[src/rtl/bfp16_pkg.sv]
// Shared BFP16 types, constants and classification helpers for the stream accumulator.
package bfp16_pkg;

  typedef enum logic [1:0] {
    StIdle   = 2'd0,
    StAccept = 2'd1,
    StAdd    = 2'd2,
    StDone   = 2'd3
  } state_e;

  localparam logic [7:0]  BFP16_EXP_MAX = 8'hFF;
  localparam logic [31:0] POS_ZERO      = 32'h0000_0000;
  localparam logic [31:0] BFP16_MASK    = 32'hFFFF_0000;

  function automatic logic is_inf(input logic [31:0] w);
    return (w[30:23] == BFP16_EXP_MAX) && (w[22:0] == 23'h0);
  endfunction

  function automatic logic is_nan(input logic [31:0] w);
    return (w[30:23] == BFP16_EXP_MAX) && (w[22:0] != 23'h0);
  endfunction

endpackage

[src/rtl/BFP16_add.sv]
// Combinational BFP16 adder on the upper 16 bits of two FP32 containers.
// Subnormals flush to zero, round-to-nearest-even, NaN results are canonical 0x7FC0.
module BFP16_add
  import bfp16_pkg::*;
#(
  parameter int unsigned SIZE_DATA = 32
) (
  input  logic [SIZE_DATA-1:0] i_a,
  input  logic [SIZE_DATA-1:0] i_b,
  output logic [SIZE_DATA-1:0] o_s
);

  logic [15:0]       a, b, big, sml, res;
  logic [10:0]       mb, ms, ms_al;
  logic [11:0]       s;
  logic [7:0]        d, man;
  logic [8:0]        man9;
  logic signed [9:0] e;
  logic              sticky, rnd;

  logic unused_lo;
  assign unused_lo = ^{i_a[SIZE_DATA-17:0], i_b[SIZE_DATA-17:0]};

  always_comb begin
    a      = i_a[SIZE_DATA-1 -: 16];
    b      = i_b[SIZE_DATA-1 -: 16];
    res    = 16'h0;
    big    = a;
    sml    = b;
    mb     = '0;
    ms     = '0;
    ms_al  = '0;
    d      = '0;
    s      = '0;
    e      = '0;
    man    = '0;
    man9   = '0;
    sticky = 1'b0;
    rnd    = 1'b0;
    if (is_nan({a, 16'h0}) || is_nan({b, 16'h0}) ||
        (is_inf({a, 16'h0}) && is_inf({b, 16'h0}) && (a[15] != b[15]))) begin
      res = 16'h7FC0;
    end else if (is_inf({a, 16'h0})) begin
      res = a;
    end else if (is_inf({b, 16'h0})) begin
      res = b;
    end else begin
      if (a[14:0] < b[14:0]) begin
        big = b;
        sml = a;
      end
      if (big[14:7] == 8'h00) begin
        res = {big[15] & sml[15], 15'h0};
      end else begin
        // 1.mmmmmmm followed by guard, round and sticky bits
        mb = {1'b1, big[6:0], 3'b000};
        ms = (sml[14:7] == 8'h00) ? 11'h0 : {1'b1, sml[6:0], 3'b000};
        d  = big[14:7] - sml[14:7];
        if (d >= 8'd11) begin
          ms_al = {10'h0, |ms};
        end else begin
          ms_al = ms >> d;
          for (int i = 0; i < 11; i++) begin
            if (i < int'(d)) sticky = sticky | ms[i];
          end
          ms_al[0] = ms_al[0] | sticky;
        end
        if (big[15] == sml[15]) s = {1'b0, mb} + {1'b0, ms_al};
        else                    s = {1'b0, mb} - {1'b0, ms_al};
        e = $signed({2'b00, big[14:7]});
        if (s == 12'h0) begin
          res = 16'h0;
        end else begin
          if (s[11]) begin
            s = {1'b0, s[11:2], s[1] | s[0]};
            e = e + 10'sd1;
          end
          for (int i = 0; i < 10; i++) begin
            if (!s[10]) begin
              s = s << 1;
              e = e - 10'sd1;
            end
          end
          man  = s[10:3];
          rnd  = s[2] & (s[1] | s[0] | s[3]);
          man9 = {1'b0, man} + {8'h0, rnd};
          if (man9[8]) begin
            man = man9[8:1];
            e   = e + 10'sd1;
          end else begin
            man = man9[7:0];
          end
          if (e <= 10'sd0)        res = {big[15], 15'h0};
          else if (e >= 10'sd255) res = {big[15], BFP16_EXP_MAX, 7'h0};
          else                    res = {big[15], e[7:0], man[6:0]};
        end
      end
    end
  end

  assign o_s = {res, {(SIZE_DATA-16){1'b0}}};

endmodule

[src/rtl/bfp16_stream_accum.sv]
// Streams BFP16 operands (upper half of each word) into a running sum and returns the
// job total on a valid/ready port; one operand is folded in every two cycles.
module bfp16_stream_accum
  import bfp16_pkg::*;
#(
  parameter int unsigned SIZE_DATA = 32,
  parameter int unsigned SIZE_CNT  = 10
) (
  input  logic                 i_clk,
  input  logic                 i_rst,
  input  logic                 i_start,
  input  logic [SIZE_CNT:0]    i_len,
  input  logic                 i_in_valid,
  output logic                 o_in_ready,
  input  logic [SIZE_DATA-1:0] i_in_data,
  output logic                 o_out_valid,
  input  logic                 i_out_ready,
  output logic [SIZE_DATA-1:0] o_out_data,
  output logic                 o_busy,
  output logic [SIZE_CNT:0]    o_count,
  output logic                 o_ov_flow,
  output logic                 o_nan
);

  state_e               state_q, state_d;
  logic [SIZE_DATA-1:0] acc_q, acc_d, opnd_q, opnd_d, sum;
  logic [SIZE_CNT:0]    cnt_q, cnt_d, len_q, len_d, cnt_inc;
  logic                 ov_q, ov_d, nan_q, nan_d;

  BFP16_add #(
    .SIZE_DATA(SIZE_DATA)
  ) u_add (
    .i_a(acc_q),
    .i_b(opnd_q),
    .o_s(sum)
  );

  assign cnt_inc = cnt_q + {{SIZE_CNT{1'b0}}, 1'b1};

  always_comb begin
    state_d = state_q;
    acc_d   = acc_q;
    opnd_d  = opnd_q;
    cnt_d   = cnt_q;
    len_d   = len_q;
    ov_d    = ov_q;
    nan_d   = nan_q;
    unique case (state_q)
      StIdle: begin
        if (i_start) begin
          len_d   = i_len;
          acc_d   = POS_ZERO;
          cnt_d   = '0;
          ov_d    = 1'b0;
          nan_d   = 1'b0;
          state_d = (i_len == '0) ? StDone : StAccept;
        end
      end
      StAccept: begin
        if (i_in_valid) begin
          opnd_d  = i_in_data & BFP16_MASK;
          state_d = StAdd;
        end
      end
      StAdd: begin
        acc_d = sum;
        cnt_d = cnt_inc;
        // Overflow only counts when the infinity was created here, not propagated in
        if (is_inf(sum) && !is_inf(acc_q) && !is_inf(opnd_q)) ov_d = 1'b1;
        if (is_nan(sum)) nan_d = 1'b1;
        state_d = (cnt_inc == len_q) ? StDone : StAccept;
      end
      StDone: begin
        if (i_out_ready) state_d = StIdle;
      end
      default: state_d = StIdle;
    endcase
  end

  always_ff @(posedge i_clk) begin
    if (i_rst) begin
      state_q <= StIdle;
      acc_q   <= POS_ZERO;
      opnd_q  <= '0;
      cnt_q   <= '0;
      len_q   <= '0;
      ov_q    <= 1'b0;
      nan_q   <= 1'b0;
    end else begin
      state_q <= state_d;
      acc_q   <= acc_d;
      opnd_q  <= opnd_d;
      cnt_q   <= cnt_d;
      len_q   <= len_d;
      ov_q    <= ov_d;
      nan_q   <= nan_d;
    end
  end

  assign o_in_ready  = (state_q == StAccept);
  assign o_out_valid = (state_q == StDone);
  assign o_out_data  = (state_q == StDone) ? (acc_q & BFP16_MASK) : '0;
  assign o_busy      = (state_q != StIdle);
  assign o_count     = cnt_q;
  assign o_ov_flow   = ov_q;
  assign o_nan       = nan_q;

endmodule

[config.mk]
export PLATFORM = sky130hd
export DESIGN_NAME = bfp16_stream_accum
export DESIGN_NICKNAME = d
export VERILOG_FILES = /design/src/rtl/bfp16_pkg.sv /design/src/rtl/BFP16_add.sv /design/src/rtl/bfp16_stream_accum.sv
export SDC_FILE = /design/constraint.sdc
export NUM_CORES = 1
export LEC_CHECK = 0
export BUFFER_PORTS_ARGS = -buffer_cell sky130_fd_sc_hd__buf_4
export CORE_ASPECT_RATIO = 0.9
export CORE_MARGIN = 2
export CORE_UTILIZATION = 65
export CTS_CLUSTER_DIAMETER = 100
export DETAILED_ROUTE_END_ITERATION = 6
export PLACE_DENSITY = 0.86
export SLEW_MARGIN = 25
export SYNTH_ARGS = -nofsm -noshare
export SYNTH_HDL_FRONTEND = slang
export SYNTH_SLANG_ARGS = --single-unit
[constraint.sdc]
create_clock -name i_clk -period 30.8 [get_ports i_clk]
set_clock_uncertainty 0.05 [all_clocks]
set_input_delay 6.16 -clock i_clk [delete_from_list [all_inputs] [get_ports i_clk]]
set_output_delay 6.16 -clock i_clk [all_outputs]
set_load 0.005 [all_outputs]
# Word level (Yosys, flattened, before mapping)
# Cells that the tools add are included.
[totals]
register_bits = 74
inputBits = 48
wordCells = 358
[classes]
add_sub_neg = 17
n_lt_le_gt_ge = 15
n_eq_ne = 15
n_shift = 1
n_mux = 247
bitwise = 16
reduce_logical = 39
[ops]
columns = ["op", "n"]
rows = [
  ["two-way mux 11 bit", 73],
  ["two-way mux 10 bit", 72],
  ["two-way mux 16 bit", 13],
  ["subtractor 10 x 2 -> 10 bit (second input constant)", 10],
  ["logical NOT 23 bit", 3],
  ["two-way mux 1 bit", 69],
  ["two-way mux 32 bit", 2],
  ["case mux 32 bit (2 select lines)", 1],
  ["two-way mux 12 bit", 5],
  ["less-than comparator 3 x 8 -> 1 bit (first input constant)", 4],
  ["two-way mux 15 bit", 2],
  ["== test 8 bit (second input constant)", 3],
  ["less-than comparator 4 x 8 -> 1 bit (first input constant)", 3],
  ["nonzero test 23 bit", 1],
  ["case mux 11 bit (2 select lines)", 1],
  ["logical NOT 8 bit", 2],
  ["less-than comparator 1 x 8 -> 1 bit (first input constant)", 2],
  ["less-than comparator 2 x 8 -> 1 bit (first input constant)", 2],
  ["less-than comparator 15 bit", 1],
  ["logical NOT 7 bit", 2],
  ["bitwise OR 1 bit", 14],
  ["nonzero test 7 bit", 2],
  ["adder 11 x 11 -> 12 bit", 1],
  ["logical AND 1 bit", 12],
  ["other kinds (32)", 50],
]

# Depth between registers and ports, before layout
# Gate-level depths: netlist (run 1).
[depth]
word_depth = 193
mapped_depth = 75
ltp_nobuf = 69

# By module
# From an unflattened synthesis (run 1), not the netlist that was laid out.
[hier_totals]
hier_cells = 1685
hier_area_um2 = 11812.6
[by_module_without_submodules]
columns = ["mod", "instances", "cells_each", "area_per_inst_um2", "seq_area_each_um2"]
rows = [
  ["BFP16_add", 1, 1226, 8296.7, 0.0],
  ["bfp16_stream_accum", 1, 459, 3515.9, 1481.4],
]

# Least setup slack after synthesis (run 1)
# Ideal clock, no wire load.
[synth_path]
path_type = "register to register"
start = "register opnd_q[29]"
end = "register acc_q[18]"
t_arrival_ns = 13.908
t_required_ns = 30.680
slack_ns = 16.772
stages_incl_launch_ff = 71
synth_period_minus_slack_ns = 14.028
cell_sequence = "dfxtp_1 > inv_1 > ha_1 > buf_4 > nand4_2 > or3_1 > o21ai_1 > buf_4 > clkbuf_1 > clkbuf_1 > buf_1 > a21o_1 > inv_1 > ha_1 > a2111oi_4 > a211o_2 > a21oi_2 > or3_4 > (+35 left out) > ha_1 > mux2i_1 > o21ai_0 > ha_1 > nand3_1 > xnor2_1 > nor2_1 > xnor2_1 > nor3b_1 > a21oi_1 > xnor2_1 > and3_1 > a21bo_1 > a31oi_1 > a31oi_1 > or2_4 > or4b_1 > a21oi_1"
[synth_via]
elab_chain_len = 187
elab_cells_between_ends = 291
[synth_rtl]
columns = ["element", "line_no", "source"]
rows = [
  ["start, declared", "bfp16_stream_accum.sv:26", "logic [SIZE_DATA-1:0] acc_q, acc_d, opnd_q, opnd_d, sum;"],
  ["start signal, assigned", "bfp16_stream_accum.sv:92", "opnd_q <= opnd_d;"],
  ["less-than comparator 15 bit", "BFP16_add.sv:48", "if (a[14:0] < b[14:0]) begin"],
  ["two-way mux 16 bit", "BFP16_add.sv:48", ""],
  ["two-way mux 16 bit", "BFP16_add.sv:45", "end else if (is_inf({b, 16'h0})) begin"],
  ["two-way mux 16 bit", "BFP16_add.sv:43", "end else if (is_inf({a, 16'h0})) begin"],
  ["two-way mux 16 bit", "BFP16_add.sv:40", "if (is_nan({a, 16'h0}) || is_nan({b, 16'h0}) ||"],
  ["subtractor 8 bit", "BFP16_add.sv:58", "d = big[14:7] - sml[14:7];"],
  ["less-than comparator 1 x 8 -> 1 bit", "BFP16_add.sv:64", "if (i < int'(d)) sticky = sticky | ms[i];"],
  ["two-way mux 1 bit", "BFP16_add.sv:64", ""],
  ["(+171 left out)", "n/a", ""],
  ["two-way mux 15 bit", "BFP16_add.sv:94", "else if (e >= 10'sd255) res = {big[15], BFP16_EXP_MAX, 7'h0};"],
  ["two-way mux 15 bit", "BFP16_add.sv:93", "if (e <= 10'sd0) res = {big[15], 15'h0};"],
  ["two-way mux 16 bit", "BFP16_add.sv:71", "if (s == 12'h0) begin"],
  ["two-way mux 16 bit", "BFP16_add.sv:52", "if (big[14:7] == 8'h00) begin"],
  ["two-way mux 16 bit", "BFP16_add.sv:45", ""],
  ["two-way mux 16 bit", "BFP16_add.sv:43", ""],
  ["two-way mux 16 bit *", "BFP16_add.sv:40", ""],
  ["case mux 32 bit (2 select lines) *", "bfp16_stream_accum.sv:48", "unique case (state_q)"],
  ["end signal, assigned", "bfp16_stream_accum.sv:83", "acc_q <= POS_ZERO;"],
  ["end signal, assigned", "bfp16_stream_accum.sv:91", "acc_q <= acc_d;"],
  ["end, declared", "bfp16_stream_accum.sv:26", ""],
]
# Mark *: on every way between the ends. The rest lies on a longest branch, timed or not. The select of a mux whose other input is x is not followed.
# A chain may end at the register's enable or synchronous reset.

# Worst setup path in the final report (run 1)
[layout_path]
start = "register opnd_q[28]"
end = "register ov_q (netlist: o_ov_flow)"
[layout_via]
elab_chain_len = 192
elab_cells_between_ends = 299
[layout_rtl]
columns = ["element", "line_no", "source"]
rows = [
  ["less-than comparator 15 bit", "BFP16_add.sv:48", ""],
  ["two-way mux 16 bit", "BFP16_add.sv:48", ""],
  ["two-way mux 16 bit", "BFP16_add.sv:45", ""],
  ["two-way mux 16 bit", "BFP16_add.sv:43", ""],
  ["two-way mux 16 bit", "BFP16_add.sv:40", ""],
  ["subtractor 8 bit", "BFP16_add.sv:58", ""],
  ["less-than comparator 1 x 8 -> 1 bit", "BFP16_add.sv:64", ""],
  ["two-way mux 1 bit", "BFP16_add.sv:64", ""],
  ["(+176 left out)", "n/a", ""],
  ["two-way mux 16 bit", "BFP16_add.sv:43", ""],
  ["two-way mux 16 bit", "BFP16_add.sv:40", ""],
  ["logical NOT 23 bit or == test 8 bit (tied branches)", "bfp16_pkg.sv:16", "return (w[30:23] == BFP16_EXP_MAX) && (w[22:0] == 23'h0);"],
  ["logical AND 1 bit", "bfp16_pkg.sv:16", ""],
  ["logical AND 1 bit", "bfp16_stream_accum.sv:69", "if (is_inf(sum) && !is_inf(acc_q) && !is_inf(opnd_q)) ov_d = 1'b1;"],
  ["logical AND 1 bit *", "bfp16_stream_accum.sv:69", ""],
  ["inequality test 2 bit (no source line) *", "n/a", ""],
  ["AND reduction 3 bit (no source line) *", "n/a", ""],
  ["end signal, assigned", "bfp16_stream_accum.sv:95", "ov_q <= ov_d;"],
  ["end, declared", "bfp16_stream_accum.sv:28", "logic ov_q, ov_d, nan_q, nan_d;"],
]
# Marks and branches as above.

==> reports/qor.csv, run 1 <==
stage,metric,value,unit
critical_path,slowest_stage,a21oi_2,
routing,wirelength,31300,um
routing,wl_per_cell,19.0,um
placed_design,dp.cells,1631,
yosys,syn_area,9850,um^2
floorplanning,die_h,121,um
floorplanning,io_pins,96,
global_route,grt_overflow_total,0,
yosys,ys_warn_count,0,
job,max_cap_viol_count,0,
yosys,synth_top_family_by_area,simple AND/OR/NAND/NOR gates,
critical_path,critPathMaxStageDelay,0.77,ns
timing,final.min_clock_period,15.81,ns
yosys,avgSynthCellArea,6.90,um^2
yosys,synth-simple-area-share,32.3,%
floorplanning,rows,42,
timing,grt_setup_unrepaired,no,
yosys,synth-edff-count,0,
global_route,grt_pass1_wl,50600,um
routing,via_per_inst,6.91,
placed_design,place_congestion,0.985,
cts,cts.clk_slew.worst_paths,0.06,ns
global_route,met3_usage,6.79,%
yosys,synth_mux_area_share,3.02,%
routing,drc_errors,0,
yosys,synth-main-ff-cell,dfxtp_1,
global_route,use_met1,50.7,%
cts,clock-root-buffer,clkbuf_16,
timing,finalWorstSetupSlack,14.99,ns
global_route,antenna_found_initial,0,
yosys,synthAdderAreaFrac,5.77,%
cts,clockBufferDepth,2,
cts,clock-sinks,58,
cts,cts_resized,0,
yosys,synthArstFlopShare,0,%
timing,min_period_over_period,51.3,%
routing,vias,11373,
critical_path,path_max_fanout,20,
floorplanning,dieArea,16200,um^2
timing,setup_violations,0,
global_route,grt_use_total,37.8,%
placed_design,dpl.hpwl,23500,um
cts,postCtsSetupBuffers,0,
floorplanning,dieWidth,134,um
routing,ant_nets,0,
critical_path,critPathArrivalTime,16.03,ns
yosys,seq_area_frac_synth,11.8,%
layout,fin_cells,1647,
layout,layout-drive-gt1-share,11.1,%
placed_design,io_buffers,63,
layout,areaGrowthSynthToFinish,7.48,%
cts,postCtsHoldBufs,0,
floorplanning,coreArea,14800,um^2
yosys,synth_area_leaders,"dfxtp_1 (12%), nand2_1 (6.8%), a21oi_1 (5.5%)",
min_path,whs_path_depth,2,
critical_path,cp.required,31.03,ns
timing,timing.fmax,63.3,MHz
critical_path,cp-start-kind,register,
global_route,grt_max_degree,53,
global_route,grt_pass1_vias,10255,
layout,antennaDiodeCount,0,
floorplanning,start_util,66.7,%
cts,cts_made_buffers,9,
yosys,ys_ff_latch,58,
routing,dr.pass1.iters,6,
critical_path,path_class,register to register,
cts,clkLatencyLatePin,0.33,ns
timing,worst_slew_pin_slew,0.986,ns
min_path,hp-class,register to register,
global_route,busiest_layer,met2,
critical_path,reg2regPathDepth,61,
timing,relSlewSlack,34.3,%
timing,finalHoldViolCount,0,
yosys,syn_inst,1428,
timing,drv_slew,0,
layout,final_nets,1536,
yosys,synth_top_area_cell,dfxtp_1,
global_route,grt_use_met2,61.0,%
placed_design,dp_slack,15.46,ns
critical_path,end_kind,register,
timing,fin_setup_tns,0,ns
layout,n_fill_cell,1252,
yosys,synthXorXnorAreaFrac,8.87,%
cts,cts_tree,done,
yosys,synth_top_area_share,11.8,%
yosys,synth_compound_area_share,32.0,%
routing,drtIter0Drc,1223,
status,run_status,"finished, final reports clean",
yosys,yosysUniqueCellTypes,110,
cts,cts_max_level,3,
critical_path,cpMostUsedCell,ha_1,
area by class of cell:
type	instances	area, um^2	area share, %
clock buffers	10	229	2.16
multi-input cells	1255	8130	76.8
well taps	198	248	2.34
flip-flops and latches	58	1160	11.0
clock inverters	6	91.3	0.863
repair buffers	74	556	5.25
inverters	46	173	1.63
through the flow:
step	hold WS (ns)	util, %	instance area (um^2)
3_3_place_gp	0.406	69.5	10300
3_5_place_dp	0.413	69.5	10300
6_report	0.419	71.7	10600
5_1_grt	0.444	71.7	10600
2_1_floorplan	0.395	-	9910
4_1_cts	0.420	71.7	10600
cell families (layout without fill, tap and decap cells):
group | after synthesis | in the layout
fa+ha+maj | 45 | 45
compound gates | 449 | 449
buf+inv | 130 | 136
mux | 29 | 29
xor+xnor | 89 | 89
other cells | 1 | 16
flops | 58 | 58
simple gates | 627 | 627
sequential cells by signal, indices dropped and copies added, names as in the netlist:
signal / count
o_ov_flow: 1
len_q: 11
o_count: 11
state_q: 2
o_nan: 1
opnd_q: 16
acc_q: 16
critical path, delay by kind of cell, from the launching register on:
| family | cells | cell delay, ns |
|---|---|---|
| fa+ha+maj | 9 | 3.10 |
| buf+inv | 2 | 0.27 |
| mux | 4 | 1.22 |
| simple gates | 17 | 3.93 |
| compound gates | 25 | 5.47 |
| flops | 1 | 0.45 |
| xor+xnor | 4 | 1.24 |
path summary, 6_finish.rpt:
check	from	slack [ns]	to
worst max-delay path	opnd_q[28]$_SDFFE_PP0P_	14.99	o_ov_flow$_SDFFE_PP0P_
worst min-delay path	len_q[10]$_SDFFE_PP0P_	0.42	len_q[10]$_SDFFE_PP0P_
worst max register to register	opnd_q[28]$_SDFFE_PP0P_	14.99	o_ov_flow$_SDFFE_PP0P_
worst min register to register	len_q[10]$_SDFFE_PP0P_	0.42	len_q[10]$_SDFFE_PP0P_
routing by layer:
| layer | wire (um) | vias up |
|---|---|---|
| met5 | 0 | - |
| met4 | 943 | 0 |
| met3 | 3010 | 94 |
| met2 | 14300 | 650 |
| met1 | 13100 | 5288 |
| li1 | - | 5341 |
synth_stat cells, types with 6 or more instances:
cell and count:
nor2_1 141, a31oi_1 32, nor3_1 40, o21ai_1 11, o211ai_1 24, o21a_1 12, o21ai_0 67, o21bai_1 8
xor2_1 27, dfxtp_1 58, nand2b_1 11, buf_4 19, and3_1 40, nand2_1 179, a211o_1 9, a21o_1 14
xor2_2 6, or2_2 12, nand4_1 27, nor4_1 20, a21oi_1 108, nor2b_1 17, buf_6 6, ha_1 43
a22o_1 6, a32o_1 9, a211oi_1 25, xnor2_1 52, o31ai_1 12, nand3_1 53, clkbuf_1 43, inv_1 41
mux2i_1 23, o211a_1 7, o22ai_1 7, o2111ai_1 9, and2_1 15, o2111a_1 7, buf_2 12, or3_1 17
a22oi_1 13, mux2_2 6
cell usage in the layout (no fill, tap or decap), types with 32 or more instances in the layout:
master / Yosys / final
a21oi_1: 108 / 108
a31oi_1: 32 / 32
and3_1: 40 / 40
buf_4: 19 / 74
dfxtp_1: 58 / 58
ha_1: 43 / 43
inv_1: 41 / 41
nand2_1: 179 / 179
nand3_1: 53 / 53
nor2_1: 141 / 141
nor3_1: 40 / 40
o21ai_0: 67 / 67
xnor2_1: 52 / 52
Power of run 1 is left out: the tool's default activity adds up to more than one toggle a clock period on the data nets, which glitch-free logic cannot reach.
==> run 2, diff against run 1 <==
--- a/config.mk
+++ b/config.mk
@@ -8,10 +8,10 @@
 export BUFFER_PORTS_ARGS = -buffer_cell sky130_fd_sc_hd__buf_4
 export CORE_ASPECT_RATIO = 0.9
 export CORE_MARGIN = 2
-export CORE_UTILIZATION = 65
+export CORE_UTILIZATION = 62
 export CTS_CLUSTER_DIAMETER = 100
 export DETAILED_ROUTE_END_ITERATION = 6
-export PLACE_DENSITY = 0.86
+export PLACE_DENSITY = 0.83
 export SLEW_MARGIN = 25
 export SYNTH_ARGS = -nofsm -noshare
 export SYNTH_HDL_FRONTEND = slang
==> constraint.sdc (replaced) <==
create_clock -name i_clk -period 16.2 [get_ports i_clk]
set_clock_uncertainty 0.05 [all_clocks]
set_input_delay 3.24 -clock i_clk [delete_from_list [all_inputs] [get_ports i_clk]]
set_output_delay 3.24 -clock i_clk [all_outputs]
set_load 0.005 [all_outputs]
==> reports/qor.csv, run 2 (synthesis gave the netlist of run 1 again) <==
stage,metric,value,unit,change
routing,drtIter0Drc,999,,was 1223
routing,highest_layer,met4,,unchanged
layout,mostFrequentLayoutCell,nand2_1,,unchanged
placed_design,io_buffers,63,,unchanged
critical_path,cp-start-kind,register,,unchanged
layout,n_fill_cell,1427,,was 1252
cts,clockBufferDepth,2,,unchanged
floorplanning,coreArea,15500,um^2,was 14800 um^2
critical_path,critPathMaxStageDelay,0.57,ns,was 0.77 ns
cts,cts_max_level,3,,unchanged
timing,min_period_over_period,93.2,%,was 51.3%
placed_design,dpl.hpwl,23600,um,was 23500 um
layout,final_nets,1544,,was 1536
placed_design,dp_slack,0.868,ns,was 15.46 ns
routing,via_per_inst,6.87,,was 6.91
layout,areaGrowthSynthToFinish,8.09,%,was 7.48%
floorplanning,io_pins,96,,unchanged
critical_path,critPathArrivalTime,15.30,ns,was 16.03 ns
cts,clock-root-buffer,clkbuf_16,,unchanged
routing,drc_errors,0,,unchanged
timing,finalHoldViolCount,0,,unchanged
floorplanning,rows,43,,was 42
global_route,grt_max_degree,53,,unchanged
cts,cts_made_buffers,9,,unchanged
timing,drv_slew,0,,unchanged
timing,grt_setup_unrepaired,no,,unchanged
global_route,grt_overflow_total,0,,unchanged
timing,finalWorstSetupSlack,1.10,ns,was 14.99 ns
routing,wirelength,31500,um,was 31300 um
layout,antennaDiodeCount,0,,unchanged
critical_path,r2r_slack,1.10,ns,was 14.99 ns
routing,wl_met2,14300,um,about the same
global_route,grt_pass1_vias,10232,,was 10255
critical_path,cp.required,16.40,ns,was 31.03 ns
timing,worst_slew_pin_slew,0.933,ns,was 0.986 ns
status,run_status,"finished, final reports clean",,unchanged
timing,timing.fmax,66.2,MHz,was 63.3 MHz
floorplanning,die_h,124,um,was 121 um
layout,largestRegisters,"acc_q (16), opnd_q (16)",,unchanged
cts,cts_tree,done,,unchanged
timing,setup_violations,0,,unchanged
placed_design,place_congestion,1.00,,was 0.985
routing,ant_nets,0,,unchanged
critical_path,path_class,register to register,,unchanged
layout,seq_area,1160,um^2,unchanged
critical_path,cpMostUsedCell,ha_1,,unchanged
layout,final_cell_mix,"nand2_1 (179), nor2_1 (141), a21oi_1 (108), buf_4 (82), o21ai_0 (67)",,"was nand2_1 (179), nor2_1 (141), a21oi_1 (108), buf_4 (74), o21ai_0 (67)"
cts,clkLatencyLatePin,0.33,ns,about the same
cts,cts.clk_slew.worst_paths,0.05,ns,was 0.06 ns
layout,layout-drive-gt1-share,11.9,%,was 11.1%
routing,vias,11400,,was 11373
global_route,antenna_found_initial,0,,unchanged
floorplanning,dieArea,16900,um^2,was 16200 um^2
critical_path,path_max_fanout,19,,was 20
layout,multi_input_area,8170,um^2,was 8130 um^2
routing,dr.pass1.iters,6,,unchanged
job,max_cap_viol_count,0,,unchanged
timing,relSlewSlack,37.6,%,was 34.3%
floorplanning,dieWidth,137,um,was 134 um
routing,wl_per_cell,19.0,um,about the same
critical_path,end_kind,register,,unchanged
timing,fin_setup_tns,0,ns,unchanged
routing,met1_length,13100,um,about the same
min_path,hp-class,register to register,,unchanged
cts,postCtsSetupBuffers,0,,unchanged
global_route,grt_use_total,36.6,%,was 37.8%
timing,final.min_clock_period,15.10,ns,was 15.81 ns
cts,postCtsHoldBufs,0,,unchanged
critical_path,slowest_stage,a2111o_1,,was a21oi_2
cts,clock-sinks,58,,unchanged
routing,dr_wl_met3,3140,um,was 3010 um
global_route,grt_pass1_wl,50500,um,was 50600 um
floorplanning,start_util,63.6,%,was 66.7%
## run 2: changes by cell type in the layout (fill, tap and decap cells not counted), moves of 2 or more
cell	delta
a21oi_2	-2
a21oi_4	+2
buf_4	+8
bufinv_16	-2
clkinv_2	+3
## run 2: cell type report
class	instances	area share, %
multi-input cells	1255	76.8
clock buffers	11	2.28
clock inverters	5	0.282
well taps	202	2.37
repair buffers	82	5.78
inverters	46	1.62
flip-flops and latches	58	10.9
## run 2: critical path: cells and delay by family (launching register included)
family	cells	cell delay, ns
mux	2	0.22
flops	1	0.42
compound gates	25	5.42
xor+xnor	3	0.66
buf+inv	4	0.38
simple gates	21	4.48
fa+ha+maj	10	3.38
## run 2: metal layers
| metal | global-route usage (%) | up-vias |
|---|---|---|
| li1 | - | 5365 |
| met1 | 47.9 | 5298 |
| met2 | 58.9 | 611 |
| met3 | 8.91 | 126 |
| met4 | 12.8 | 0 |
| met5 | 0 | - |
## run 2: timing repair
action	4_1_cts	5_1_grt
setup endpoints to repair	0	16
resized for setup	0	7
endpoints found under the hold margin	0	0
## run 2: path summary, 6_finish.rpt
check	from	to	cells past startpoint
worst max-delay path	opnd_q[28]$_SDFFE_PP0P_	acc_q[18]$_SDFFE_PP0P_	65
worst min-delay path	len_q[6]$_SDFFE_PP0P_	len_q[6]$_SDFFE_PP0P_	2
worst max register to register	opnd_q[28]$_SDFFE_PP0P_	acc_q[18]$_SDFFE_PP0P_	65
worst min register to register	len_q[6]$_SDFFE_PP0P_	len_q[6]$_SDFFE_PP0P_	2
## run 2: metrics by stage
stage / std cells / instance area [um^2] / util, % / hold slack [ns]
finish: 1659 / 10600 / 68.7 / 0.418
global route: 1659 / 10600 / 68.7 / 0.446
CTS: 1659 / 10600 / 68.4 / 0.419
detailed placement: 1643 / 10300 / 66.7 / 0.412
global placement: 1643 / 10300 / 66.7 / 0.406
floorplan: 1443 / 9910 / - / 0.395
Power of run 2 is left out for the same reason.
